==> src/rtl/approx_prod_accum.sv <==
// rtl/approx_prod_accum.sv - saturating burst accumulator for approximate 16-bit products
// Sums LEN accepted products into an ACC_W-bit sticky-saturating result held until taken.
module approx_prod_accum #(
  parameter int LEN   = 16,
  parameter int ACC_W = 24,
  parameter int CNT_W = 8
) (
  input  logic             clk,
  input  logic             rst_n,
  input  logic             clr,
  input  logic             in_valid,
  output logic             in_ready,
  input  logic [15:0]      in_prod,
  output logic             out_valid,
  input  logic             out_ready,
  output logic [ACC_W-1:0] out_sum,
  output logic             out_sat,
  output logic [CNT_W-1:0] beat_cnt
);

  typedef enum logic {ST_ACC, ST_DONE} state_t;

  localparam logic [CNT_W-1:0] LAST = CNT_W'(LEN - 1);

  state_t           state, state_nxt;
  logic [ACC_W-1:0] acc, acc_nxt;
  logic             sat_flag, sat_nxt;
  logic [CNT_W-1:0] cnt_nxt;
  logic [ACC_W-1:0] out_sum_nxt;
  logic             out_sat_nxt;

  // One guard bit catches overflow of the unsigned add.
  logic [ACC_W:0]   sum_ext;
  logic             sat_beat;
  logic [ACC_W-1:0] acc_beat;

  assign sum_ext  = {1'b0, acc} + {{(ACC_W - 15){1'b0}}, in_prod};
  assign sat_beat = sat_flag | sum_ext[ACC_W];
  assign acc_beat = sat_beat ? {ACC_W{1'b1}} : sum_ext[ACC_W-1:0];

  assign in_ready  = (state == ST_ACC);
  assign out_valid = (state == ST_DONE);

  always_ff @(posedge clk or negedge rst_n) begin
    if (!rst_n) begin
      state    <= ST_ACC;
      acc      <= '0;
      sat_flag <= 1'b0;
      beat_cnt <= '0;
      out_sum  <= '0;
      out_sat  <= 1'b0;
    end else begin
      state    <= state_nxt;
      acc      <= acc_nxt;
      sat_flag <= sat_nxt;
      beat_cnt <= cnt_nxt;
      out_sum  <= out_sum_nxt;
      out_sat  <= out_sat_nxt;
    end
  end

  always_comb begin
    state_nxt   = state;
    acc_nxt     = acc;
    sat_nxt     = sat_flag;
    cnt_nxt     = beat_cnt;
    out_sum_nxt = out_sum;
    out_sat_nxt = out_sat;
    // Abort wins over everything, including a beat offered in the same cycle.
    if (clr) begin
      state_nxt = ST_ACC;
      acc_nxt   = '0;
      sat_nxt   = 1'b0;
      cnt_nxt   = '0;
    end else begin
      case (state)
        ST_ACC: begin
          if (in_valid) begin
            if (beat_cnt == LAST) begin
              out_sum_nxt = acc_beat;
              out_sat_nxt = sat_beat;
              state_nxt   = ST_DONE;
              acc_nxt     = '0;
              sat_nxt     = 1'b0;
              cnt_nxt     = '0;
            end else begin
              acc_nxt = acc_beat;
              sat_nxt = sat_beat;
              cnt_nxt = beat_cnt + CNT_W'(1);
            end
          end
        end
        ST_DONE: begin
          if (out_ready) state_nxt = ST_ACC;
        end
        default: state_nxt = ST_ACC;
      endcase
    end
  end

endmodule
==> config.mk <==
export PLATFORM = sky130hd
export DESIGN_NAME = approx_prod_accum
export DESIGN_NICKNAME = d
export VERILOG_FILES = /design/src/rtl/approx_prod_accum.sv
export SDC_FILE = /design/constraint.sdc
export NUM_CORES = 1
export LEC_CHECK = 0
export ABC_AREA = 1
export ABC_CLOCK_PERIOD_IN_PS = 3900
export CAP_MARGIN = 20
export CORE_ASPECT_RATIO = 1.75
export CORE_MARGIN = 1.5
export CORE_UTILIZATION = 35
export DETAILED_ROUTE_END_ITERATION = 10
export MAX_ROUTING_LAYER = met4
export SYNTH_ARGS = -nofsm -noshare
export SYNTH_HDL_FRONTEND = slang
export SYNTH_SLANG_ARGS = --single-unit
==> constraint.sdc <==
create_clock -name clk -period 3.9 [get_ports clk]
set_clock_uncertainty 0.05 [all_clocks]
set_input_delay 0.975 -clock clk [delete_from_list [all_inputs] [get_ports clk]]
set_output_delay 0.975 -clock clk [all_outputs]
set_load 0.1 [all_outputs]
; Yosys cells after proc, flatten, opt, wreduce, memory -nomap -nowiden
; Index checks and enable logic that the tools add are counted.
[word_totals]
regBits = 59
output_inout_bits = 35
[op_classes]
add_sub_neg = 2
eq_ne = 2
muxes = 18
bitwise = 3
reduce_logical = 3
[ops]
columns = op, n
row1 = 24-bit 2-to-1 mux, 5
row2 = 8-bit 2-to-1 mux, 4
row3 = 24-bit by 16-bit adder with 25-bit output, 1
row4 = 8-bit by 1-bit adder with 8-bit output (second input constant), 1
row5 = 8-bit by 4-bit == test with 1-bit output (second input constant), 1
row6 = 1-bit 2-to-1 mux, 8
row7 = 4-bit AND reduction, 1
row8 = 2-bit != test (second input constant), 1
row9 = 1-bit inverter, 2
row10 = 1-bit one-hot mux with 2 select lines, 1
row11 = 2-bit AND reduction, 1
row12 = 2-bit nonzero test, 1
row13 = 1-bit bitwise OR, 1

; Depth between registers and ports, before layout
; Gate-level depths: netlist of run 1.
[depth]
ltp_word = 7
ltp_mapped = 14
depth_no_buf = 14

; Worst setup path before layout of run 1
; No wires, ideal clock.
[synth_path]
kind = input -> register
start = in in_prod[0]
end = reg out_sum[4]
setup_time_ns = 0.120
arrival_ns = 2.492
required_ns = 3.730
slack_ns = 1.238
cell_stages = 13
path_buffers = 1
path_cell_list = ha_1 -> fa_1 -> nand2_1 -> nand2_1 -> nand3_1 -> nand2_2 -> nand2_2 -> nand3_4 -> inv_2 -> buf_6 -> nand3b_2 -> nand2_1 -> nand2_1
[synth_via]
elab_chain_cells = 3
[synth_lines]
columns = element, line_no
row1 = from (decl), 13  ; input logic [15:0] in_prod,
row2 = 24-bit by 16-bit adder with 25-bit output *, 37  ; assign sum_ext = {1'b0, acc} + {{(ACC_W - 15){1'b0}}, in_prod};
row3 = 1-bit bitwise OR, 38  ; assign sat_beat = sat_flag | sum_ext[ACC_W];
row4 = 24-bit 2-to-1 mux *, 39  ; assign acc_beat = sat_beat ? {ACC_W{1'b1}} : sum_ext[ACC_W-1:0];
row5 = to (signal assigned), 57  ; out_sum <= out_sum_nxt;
row6 = to (decl), 16  ; output logic [ACC_W-1:0] out_sum,
; Every way passes the cells marked *; elsewhere a longest branch is shown, timed or not.
; A chain may end at the register's enable or synchronous reset.

; Worst setup path after layout of run 1
[layout_path]
start = in in_prod[0]
end = reg out_sum[21]
; The elaborated chain is that of the path after synthesis.

==> metrics.sh, run 1 <==
OUTCOME='complete, no violations'
WORST_EP_REQUIRED_TIME_NS=4.07
FLOORPLAN.ROWS=51
DP_HPWL_UM=9046
GLOBAL_ROUTE.OVERFLOW_TOTAL=0
SETUP_VIOL_COUNT_FINAL=0
GRT_PASS1_VIAS=3831
RR_ENDPOINT='out_sum[21]$_DFFE_PN0P_'
GRT_START_MAX_NET_PINS=36
TIMING_HOLD_VIOLATIONS_FINAL=0
HOLDCRITPATHCLASS='reg -> reg'
DRC_ERRORS=0
SYN-INSTANCE-COUNT=596
IR_DROP_mV=0.2234
AREA_OF_THE_MAPPED_NETLIST_MM2=0.004063
SYNTH-ASYNC-RESET-RATIO_PCT=100.0
FILLERINSTANCES=1184
POST_SYNTH_MAIN_AREA_CONTRIBUTORS='sky130_fd_sc_hd__dfrtp_1 36%, sky130_fd_sc_hd__nand2_1 24%, sky130_fd_sc_hd__inv_1 7.6%'
POST_SYNTH_NUM_CELL_TYPES=38
FIN_TOTAL_PWR_mW=1.917
YOSYSTOPAREACELL='sky130_fd_sc_hd__dfrtp_1'
COREAREA_MM2=0.01123
CTS_REPAIR_RESIZE_COUNT=0
WORSTREGTOREGCELLS=12
CLOCK_SINKS=59
CLK_TRANSITION_REPORTED_PATHS_NS=0.06
DESIGN.PORTCOUNT=56
POST_ROUTE_CELLS_DRIVE_ABOVE_1_SHARE_PCT=8.182
LAYOUT.NETS=695
CLOCK_TREE.ROOT_CELL='sky130_fd_sc_hd__clkbuf_16'
SYNTH_ENABLE_FLOP_CELLS=0
CRIT_PATH_MAX_FANOUT=17
CTS-BUFFERS-INSERTED=9
CRITICAL_PATH_SOURCE='in_prod[0]'
SETUP_TNS_NS=0
CRITPATHSLOWESTCELL='sky130_fd_sc_hd__fa_1'
R2R-START='acc[0]$_DFFE_PN0P_'
CHIPHEIGHT_UM=145.5
WORST_PATH_CELL_CHAIN='clkdlybuf4s50_1, ha_1, fa_1, nand2_1, nand2_1, nand3_1, nand2_2, nand2_2, nand3_4, inv_2, nand3_1, nand2_1, nand2_1'
DR_TOTAL_VIAS=3747
CRIT_TYPE='in -> reg'
MULTI_INPUT_AREA_MM2=0.002170
CP.ARRIVAL_NS=3.31
SYN_AVG_CELL_AREA_UM2=6.817
DIE_W_UM=84.44
POWER_PER_CELL_AREA_mW_PER_MM2=382.5
START_UTIL_PCT=36.17
YOSYS-TOP-CELLS-COUNT='262 x sky130_fd_sc_hd__nand2_1, 82 x sky130_fd_sc_hd__inv_1, 59 x sky130_fd_sc_hd__dfrtp_1'
SETUP.REG_TO_REG.WORST_SLACK_NS=1.44
MAXSLEWHEADROOM_PCT=32.15
MAX-CLOCK-PATH-BUFFERS=2
AREA.GROWTH.SYNTH_TO_FINAL_PCT=23.34
VIAS_PER_CELL=4.731
WIRE_LENGTH_OF_THE_FIRST_GLOBAL_ROUTING_PASS_UM=19020
YOSYS_MOST_USED_DFF='sky130_fd_sc_hd__dfrtp_1'
DIE_AREA_MM2=0.01229
GP_CONGESTION=0.8832
CP-START-KIND='input pin'
MAX_FREQ_GHz=0.3181
YOSYS.AREA.TOP_TYPE_SHARE_PCT=36.34
CTS_HOLD_BUFFERS=0
WORST_PATH_MOST_REPEATED_CELL='sky130_fd_sc_hd__nand2_1'
MAX_CAP_VIOLATIONS=0
GRT_ANTENNA_BEFORE_REPAIR=0
YS_SEQ_ELEMENTS=59
CLOCK_LATENCY_NS=0.33
FINAL_UTIL_PCT=44.62
MIN_PERIOD_OVER_PERIOD_PCT=80.60
DRTANTENNAVIOLNETS=0
SYNTH-WARNING-COUNT=0
ROUTEDWLPERCELL_UM=14.65
HTREE_NUM_LEVELS=3
SLEW_VIOLATIONS=0
WORST-SLEW-PIN-TRANSITION_NS=1.015
CRIT_PATH_MAX_INCR_DELAY_NS=0.41
CTS_TREE='yes'
LEAKAGE_POWER_TOTAL_nW=2.686
YOSYS.CELL_COUNT.TOP_TYPE='sky130_fd_sc_hd__nand2_1'
WORST_SETUP_PATH_END_KIND='register'
TRACK_USAGE_PCT=20.44
SYNTH_SEQUENTIAL_AREA_RATIO_PCT=36.34
FIRST_ITER_VIOLATIONS=220
RSZ0062_AT_GRT='no'
DRT-TOTAL-WL_UM=11600
LAYOUT.AREA.SEQ_MM2=0.001476
DRT_PASS1_ITERATIONS=4
FIN_CRIT_NS=3.144
CTS_SETUP_BUFFERS=0
SYNTH_FP_NETS=635
PORTBUFFERS=55
WHS_NS=0.4339
ANTENNA-DIODE-COUNT=0
SETUP.WORST_PATH.END='out_sum[21]$_DFFE_PN0P_'
==> worst min-delay path by stage <==
stage / depth (start not counted) / end / startpoint
global route: 2 / out_sum[15]$_DFFE_PN0P_ / out_sum[15]$_DFFE_PN0P_
CTS: 2 / out_sum[13]$_DFFE_PN0P_ / out_sum[13]$_DFFE_PN0P_
floorplan: 2 / acc[9]$_DFFE_PN0P_ / acc[9]$_DFFE_PN0P_
global placement: 2 / out_sum[17]$_DFFE_PN0P_ / out_sum[17]$_DFFE_PN0P_
detailed placement: 2 / out_sum[18]$_DFFE_PN0P_ / out_sum[18]$_DFFE_PN0P_
finish: 2 / out_sum[11]$_DFFE_PN0P_ / out_sum[11]$_DFFE_PN0P_
==> critical path, delay by kind of cell <==
family | cells | cell delay [ns]
fa+ha+maj | 2 | 0.65
simple gates | 9 | 0.95
buf+inv | 2 | 0.72
==> state kept, by name (all words and copies together), names as in the netlist <==
name	flops
out_sat	1
acc	24
beat_cnt	8
out_valid	1
sat_flag	1
out_sum	24
==> stage by stage <==
step	instance area (um^2)	setup WS, ns	std cells
final	5011	0.7565	792
after global routing	5011	0.5178	792
after detailed placement	4716	0.3664	777
after CTS	5011	0.7452	792
after floorplan	4063	1.238	596
after global placement	4716	0.4411	777
==> logic make-up (layout without fill, tap and decap cells) <==
| kind of cell | count (synthesis) | after routing | share of synthesized area [%] |
|---|---|---|---|
| buffers and inverters | 97 | 161 | 10.26 |
| AND/OR/NAND/NOR | 367 | 367 | 39.08 |
| XOR/XNOR | 9 | 9 | 1.940 |
| adder cells (fa/ha/maj) | 18 | 18 | 5.728 |
| flip-flops | 59 | 59 | 36.34 |
| AO/OA/AOI/OAI | 46 | 46 | 6.653 |
==> cell usage in the layout, fill, tap and decap left out, types with 2 or more instances in the layout <==
cell type / count
sky130_fd_sc_hd__clkdlybuf4s50_1: 53
sky130_fd_sc_hd__nor3_1: 3
sky130_fd_sc_hd__nand3_2: 7
sky130_fd_sc_hd__o21ai_0: 7
sky130_fd_sc_hd__o22ai_1: 3
sky130_fd_sc_hd__clkbuf_1: 2
sky130_fd_sc_hd__xor2_1: 9
sky130_fd_sc_hd__a21oi_1: 10
sky130_fd_sc_hd__nand4_1: 7
sky130_fd_sc_hd__clkbuf_8: 2
sky130_fd_sc_hd__a22oi_1: 2
sky130_fd_sc_hd__clkbuf_16: 9
sky130_fd_sc_hd__inv_2: 3
sky130_fd_sc_hd__nor2_4: 3
sky130_fd_sc_hd__dfrtp_1: 59
sky130_fd_sc_hd__o21ai_1: 14
sky130_fd_sc_hd__ha_1: 17
sky130_fd_sc_hd__buf_4: 5
sky130_fd_sc_hd__nand2_2: 6
sky130_fd_sc_hd__nor2_1: 41
sky130_fd_sc_hd__inv_1: 82
sky130_fd_sc_hd__or2_2: 3
sky130_fd_sc_hd__nand2_1: 262
sky130_fd_sc_hd__o21ai_2: 6
sky130_fd_sc_hd__nor2_2: 2
sky130_fd_sc_hd__or2_1: 3
sky130_fd_sc_hd__nand3_1: 24
==> routing by layer <==
metal	global-route usage [%]	up-vias	wire length, um	share of wire (%)
li1	-	1967	-	-
met1	23.94	1677	4912	42
met3	2.723	17	451	3.9
met5	-	-	0	0
met2	34.24	86	5994	52
met4	9.919	0	246	2.1
==> area by class of cell <==
type | count | area share (%)
multi-input combinational | 440 | 43.30
timing repair buffer | 59 | 11.44
clock buffer | 13 | 5.194
clock inverter | 2 | 0.6991
sequential | 59 | 29.46
inverter | 87 | 6.617
tap | 132 | 3.296
==> where the power goes <==
group	switching (mW)	internal [mW]	total, mW	leakage, nW
combinational	0.305	0.146	0.451	1.73
clock	0.284	0.525	0.809	0.146
sequential	0.0187	0.638	0.657	0.812
(Power assumes the default switching activity.)
==> run 2, diff against run 1 <==
- ABC_CLOCK_PERIOD_IN_PS: 3900 -> 2900
- clock period: 3.9 -> 2.9 ns (I/O delays scaled with it)
==> metrics.sh, run 2 (synthesis results as in run 1) <==
POST_ROUTE_CELLS_DRIVE_ABOVE_1_SHARE_PCT=15.26
RSZ0062_AT_GRT='no'
CP-START-KIND='input pin'
DR_TOTAL_VIAS=3791
MIN_PERIOD_OVER_PERIOD_PCT=93.40
LAYOUT.AREA.SEQ_MM2=0.001476
CLOCK_SINKS=59
CTS-BUFFERS-INSERTED=9
CP.ARRIVAL_NS=2.84
WORST_SETUP_PATH_END_KIND='register'
TRACK_USAGE_PCT=19.96
MAX_CAP_VIOLATIONS=0
ROUTEDWLPERCELL_UM=14.01
MAX-CLOCK-PATH-BUFFERS=2
LEAKAGE_POWER_TOTAL_nW=2.832
HOLDCRITPATHCLASS='in -> async'
OUTCOME='complete, no violations'
GRT_PASS1_VIAS=3882
R2R-START='acc[0]$_DFFE_PN0P_'
WORST_EP_REQUIRED_TIME_NS=3.03
HTREE_NUM_LEVELS=3
FINAL_UTIL_PCT=44.98
PLACE_WS_NS=-0.1608
GRT_ANTENNA_BEFORE_REPAIR=0
WORST-SLEW-PIN-TRANSITION_NS=0.5527
LAYOUT_COMMONEST_CELL='sky130_fd_sc_hd__nand2_1'
CLK_TRANSITION_REPORTED_PATHS_NS=0.05
PLACE_AREA_MM2=0.004756
FILLERINSTANCES=1161
VIAS_PER_CELL=4.698
IR_DROP_mV=0.4248
CLOCK_LATENCY_NS=0.32
DESIGN.PORTCOUNT=56
DIE_W_UM=84.44
ANTENNA-DIODE-COUNT=0
RR_ENDPOINT='acc[8]$_DFFE_PN0P_'
SETUP.WORST_PATH.END='acc[8]$_DFFE_PN0P_'
LAYOUT.NETS=710
WORSTREGTOREGCELLS=11
FINAL_CELL_AREA_MM2=0.005051
REG_TOP3='acc: 24 flops, out_sum: 24 flops, beat_cnt: 8 flops'
MAXSLEWHEADROOM_PCT=63.11
DRC_ERRORS=0
GLOBAL_ROUTE.OVERFLOW_TOTAL=0
SETUP_VIOL_COUNT_FINAL=0
CTS_REPAIR_RESIZE_COUNT=0
CTS_TREE='yes'
FLOORPLAN.ROWS=51
DIE_AREA_MM2=0.01229
SETUP_SLACK_NS=0.1913
GP_CONGESTION=0.8993
PORTBUFFERS=55
WHS_NS=0.3399
START_UTIL_PCT=36.17
CTS_HOLD_BUFFERS=0
SLEW_VIOLATIONS=0
AREA.GROWTH.SYNTH_TO_FINAL_PCT=24.33
SETUP.REG_TO_REG.WORST_SLACK_NS=0.62
TIMING_HOLD_VIOLATIONS_FINAL=0
CHIPHEIGHT_UM=145.5
POWER_PER_CELL_AREA_mW_PER_MM2=505.6
FIRST_ITER_VIOLATIONS=177
CLOCK_TREE.ROOT_CELL='sky130_fd_sc_hd__clkbuf_16'
CRIT_TYPE='in -> reg'
DRT-TOTAL-WL_UM=11310
COREAREA_MM2=0.01123
DP_HPWL_UM=9348
DRTANTENNAVIOLNETS=0
WIRE_LENGTH_OF_THE_FIRST_GLOBAL_ROUTING_PASS_UM=18820
CRIT_PATH_MAX_FANOUT=9
GRT_START_MAX_NET_PINS=25
MULTI_INPUT_AREA_MM2=0.002170
FIN_CRIT_NS=2.709
DRT_PASS1_ITERATIONS=5
CRITICAL_PATH_SOURCE='in_prod[0]'
CTS_SETUP_BUFFERS=0
LAYOUT.CELLS.MOST_COMMON_LIST='262 x sky130_fd_sc_hd__nand2_1, 82 x sky130_fd_sc_hd__inv_1, 59 x sky130_fd_sc_hd__dfrtp_1, 53 x sky130_fd_sc_hd__buf_4, 41 x sky130_fd_sc_hd__nor2_1'
MAX_FREQ_GHz=0.3692
run 2: cell count changes in the layout (fill, tap and decap cells not counted), sizes merged:
cell           before  now
clkdlybuf4s50      53   19
buf                 6   55
run 2: routing by layer:
metal / vias up / wire length (um) / GRT usage (%)
li1: 1993 / - / -
met2: 63 / 6202 / 35.44
met3: 10 / 266 / 2.836
met4: 0 / 212 / 7.500
met5: - / 0 / -
met1: 1725 / 4628 / 22.45
run 2: worst min path at each step:
stage	cells after the start	startpoint	to
after floorplan	0	rst_n	acc[0]$_DFFE_PN0P_
after global placement	2	out_sum[10]$_DFFE_PN0P_	out_sum[10]$_DFFE_PN0P_
after detailed placement	2	out_sum[12]$_DFFE_PN0P_	out_sum[12]$_DFFE_PN0P_
after CTS	1	rst_n	out_sum[9]$_DFFE_PN0P_
after global routing	1	rst_n	out_sum[4]$_DFFE_PN0P_
final	1	rst_n	out_sum[9]$_DFFE_PN0P_
run 2: area by class of cell:
class                           instances  area share, %
Multi-Input combinational cell        440          42.95
Sequential cell                        59          29.23
Timing Repair Buffer                   74          12.14
Inverter                               87          6.564
Clock buffer                           13          5.152
Tap cell                              132          3.270
Clock inverter                          2         0.6936
run 2: report_power, final:
part           total [mW]  internal [mW]  switching (mW)
registers           0.891          0.859          0.0312
logic               0.621          0.212           0.409
clock network        1.04          0.704           0.338
run 2: worst max-delay path, cell delays in order:
cell and delay [ns]:
sky130_fd_sc_hd__clkdlybuf4s50_1 0.40, sky130_fd_sc_hd__ha_1 0.22, sky130_fd_sc_hd__fa_1 0.38, sky130_fd_sc_hd__nand2_1 0.10
sky130_fd_sc_hd__nand2_1 0.09, sky130_fd_sc_hd__nand3_1 0.11, sky130_fd_sc_hd__nand2_2 0.10, sky130_fd_sc_hd__nand2_2 0.10
sky130_fd_sc_hd__nand3_4 0.13, sky130_fd_sc_hd__buf_4 0.20, sky130_fd_sc_hd__nor2_1 0.19, sky130_fd_sc_hd__o21ai_1 0.09
run 2: per-stage QoR:
step / instances / total power [mW] / setup TNS (ns)
final: 807 / 2.554 / 0
after global routing: 807 / 2.703 / 0
after CTS: 807 / 2.586 / 0
after detailed placement: 792 / 1.527 / -4.140
after global placement: 792 / 1.522 / -2.809
after floorplan: 596 / 1.305 / 0
==> run 3, diff against run 2 <==
- MAX_ROUTING_LAYER: met4 -> default
==> metrics.sh, run 3 (synthesis results as in run 1) <==
DP_CELLS=792
FILLERINSTANCES=1186
CHIPHEIGHT_UM=145.5
SETUP.REG_TO_REG.WORST_SLACK_NS=0.66
LAYOUT.CELLS.MOST_COMMON_LIST='262 x sky130_fd_sc_hd__nand2_1, 82 x sky130_fd_sc_hd__inv_1, 59 x sky130_fd_sc_hd__dfrtp_1, 53 x sky130_fd_sc_hd__buf_4, 41 x sky130_fd_sc_hd__nor2_1'
CLOCK_SINKS=59
POST_ROUTE_CELLS_DRIVE_ABOVE_1_SHARE_PCT=15.53
P_SWITCHING_uW=801.5
DR_TOTAL_VIAS=3821
CTS_TREE='yes'
TRACK_USAGE_PCT=19.37
CP.ARRIVAL_NS=2.81
MAXSLEWHEADROOM_PCT=62.28
GP_CONGESTION=0.8766
OUTCOME='complete, no violations'
CTS_SETUP_BUFFERS=0
FINAL_UTIL_PCT=44.85
MAX_CAP_VIOLATIONS=0
REG_TOP3='acc: 24 flops, out_sum: 24 flops, beat_cnt: 8 flops'
CTS-BUFFERS-INSERTED=9
LAYOUT.NETS=710
LEAKAGE_POWER_TOTAL_nW=2.821
BUSIEST_LAYER='met2'
WORST_EP_REQUIRED_TIME_NS=3.04
DESIGN.PORTCOUNT=56
WORST_SETUP_PATH_END_KIND='register'
HOLDCRITPATHCLASS='in -> async'
DP_HPWL_UM=9372
MAX-CLOCK-PATH-BUFFERS=2
CTS_HOLD_BUFFERS=0
TIMING_HOLD_VIOLATIONS_FINAL=0
CP-START-KIND='input pin'
ROUTEDWLPERCELL_UM=14.17
GLOBAL_ROUTE.OVERFLOW_TOTAL=0
DRT_PASS1_ITERATIONS=4
FIN_CRIT_NS=2.677
FIRST_ITER_VIOLATIONS=164
SETUP_VIOL_COUNT_FINAL=0
FLOORPLAN.ROWS=51
AREA.GROWTH.SYNTH_TO_FINAL_PCT=23.99
SETUP_SLACK_NS=0.2230
RSZ0062_AT_GRT='no'
CLOCK_TREE.ROOT_CELL='sky130_fd_sc_hd__clkbuf_16'
DRT-TOTAL-WL_UM=11450
P_SEQ_SHARE_PCT=35.7
SLEW_VIOLATIONS=0
MIN_PERIOD_OVER_PERIOD_PCT=92.31
CRIT_TYPE='in -> reg'
WIRE_LENGTH_OF_THE_FIRST_GLOBAL_ROUTING_PASS_UM=18850
DRC_ERRORS=0
POWER_REPORT.INTERNAL_TOTAL_mW=1.691
DRTANTENNAVIOLNETS=0
GRT_ANTENNA_BEFORE_REPAIR=0
IR_DROP_mV=0.3039
CLK_TRANSITION_REPORTED_PATHS_NS=0.05
LAYOUT_COMMONEST_CELL='sky130_fd_sc_hd__nand2_1'
POWER_PER_CELL_AREA_mW_PER_MM2=494.8
PORTBUFFERS=55
WHS_NS=0.3410
POWER_FRAC_COMB_PCT=25.0
START_UTIL_PCT=36.17
WORST-SLEW-PIN-TRANSITION_NS=0.5658
SETUP_TNS_NS=0
CLOCK_LATENCY_NS=0.33
GRT_START_MAX_NET_PINS=25
PWR-SHARE-CLK_PCT=39.3
HTREE_NUM_LEVELS=3
GRT_PASS1_VIAS=3824
GROUTE.LAYER.MET3.USAGE_PCT=2.779
VIAS_PER_CELL=4.729
SW_FRAC_OF_TOTAL_PCT=32.16
MAX_FREQ_GHz=0.3736
DIE_AREA_MM2=0.01229
DIE_W_UM=84.44
COREAREA_MM2=0.01123
GLOBAL_ROUTE.USAGE.MET1_PCT=21.94
ANTENNA-DIODE-COUNT=0
GRT.MET2_USAGE_PCT=36.04
POST_LAYOUT_NONFILLER_INSTANCES=808
PLACE_WS_NS=-0.1241
CTS_REPAIR_RESIZE_COUNT=0
CRIT_PATH_MAX_FANOUT=9
-- run 3: changes by cell type in the layout (fill, tap and decap cells not counted), sizes merged --
cell and change:
bufinv -1, clkbuf -1, clkinvlp +2, clkinv +1
-- run 3: worst max-delay path: stages --
cell and delay [ns]:
sky130_fd_sc_hd__clkdlybuf4s50_1 0.40, sky130_fd_sc_hd__ha_1 0.22, sky130_fd_sc_hd__fa_1 0.38, sky130_fd_sc_hd__nand2_1 0.10
sky130_fd_sc_hd__nand2_1 0.09, sky130_fd_sc_hd__nand3_1 0.11, sky130_fd_sc_hd__nand2_2 0.10, sky130_fd_sc_hd__nand2_2 0.10
sky130_fd_sc_hd__nand3_4 0.12, sky130_fd_sc_hd__buf_4 0.20, sky130_fd_sc_hd__nor2_1 0.17, sky130_fd_sc_hd__o21ai_1 0.09
-- run 3: final timing paths --
path | from | endpoint | cells past startpoint
setup / recovery | in_prod[0] | acc[14]$_DFFE_PN0P_ | 12
hold / removal | rst_n | out_sum[9]$_DFFE_PN0P_ | 1
setup reg to reg | acc[0]$_DFFE_PN0P_ | acc[14]$_DFFE_PN0P_ | 11
hold reg to reg | out_sum[21]$_DFFE_PN0P_ | out_sum[21]$_DFFE_PN0P_ | 2
max in group asynchronous | rst_n | out_sum[8]$_DFFE_PN0P_ | 2
min in group clk | out_sum[21]$_DFFE_PN0P_ | out_sum[21]$_DFFE_PN0P_ | 2
-- run 3: final cells by class --
class	count	area [um^2]	share of cell area, %
multi-input cells	440	2170	43.07
flip-flops and latches	59	1476	29.31
repair buffers	74	613.1	12.17
inverters	87	331.6	6.582
clock buffers	12	256.5	5.092
well taps	132	165.2	3.279
clock inverters	4	25.02	0.4968
-- run 3: stage by stage --
stage	total power [mW]	cell area [um^2]
after CTS	2.522	5037
after detailed placement	1.528	4756
after floorplan	1.305	4063
after global routing	2.634	5037
final	2.493	5037
after global placement	1.522	4756
-- run 3: power groups by stage --
stage / clock [mW] / sequential (mW) / combinational (mW)
finish: 0.980 / 0.890 / 0.622
global route: 1.04 / 0.893 / 0.699
CTS: 1.00 / 0.890 / 0.629
detailed placement: 0 / 0.903 / 0.625
global placement: 0 / 0.902 / 0.619
floorplan: 0 / 0.914 / 0.390
-- run 3: per-layer routing --
layer / vias to the layer above / routed length (um)
met5: - / 0
met4: 0 / 316
met3: 18 / 395
met2: 78 / 6164
met1: 1723 / 4575
li1: 2002 / -
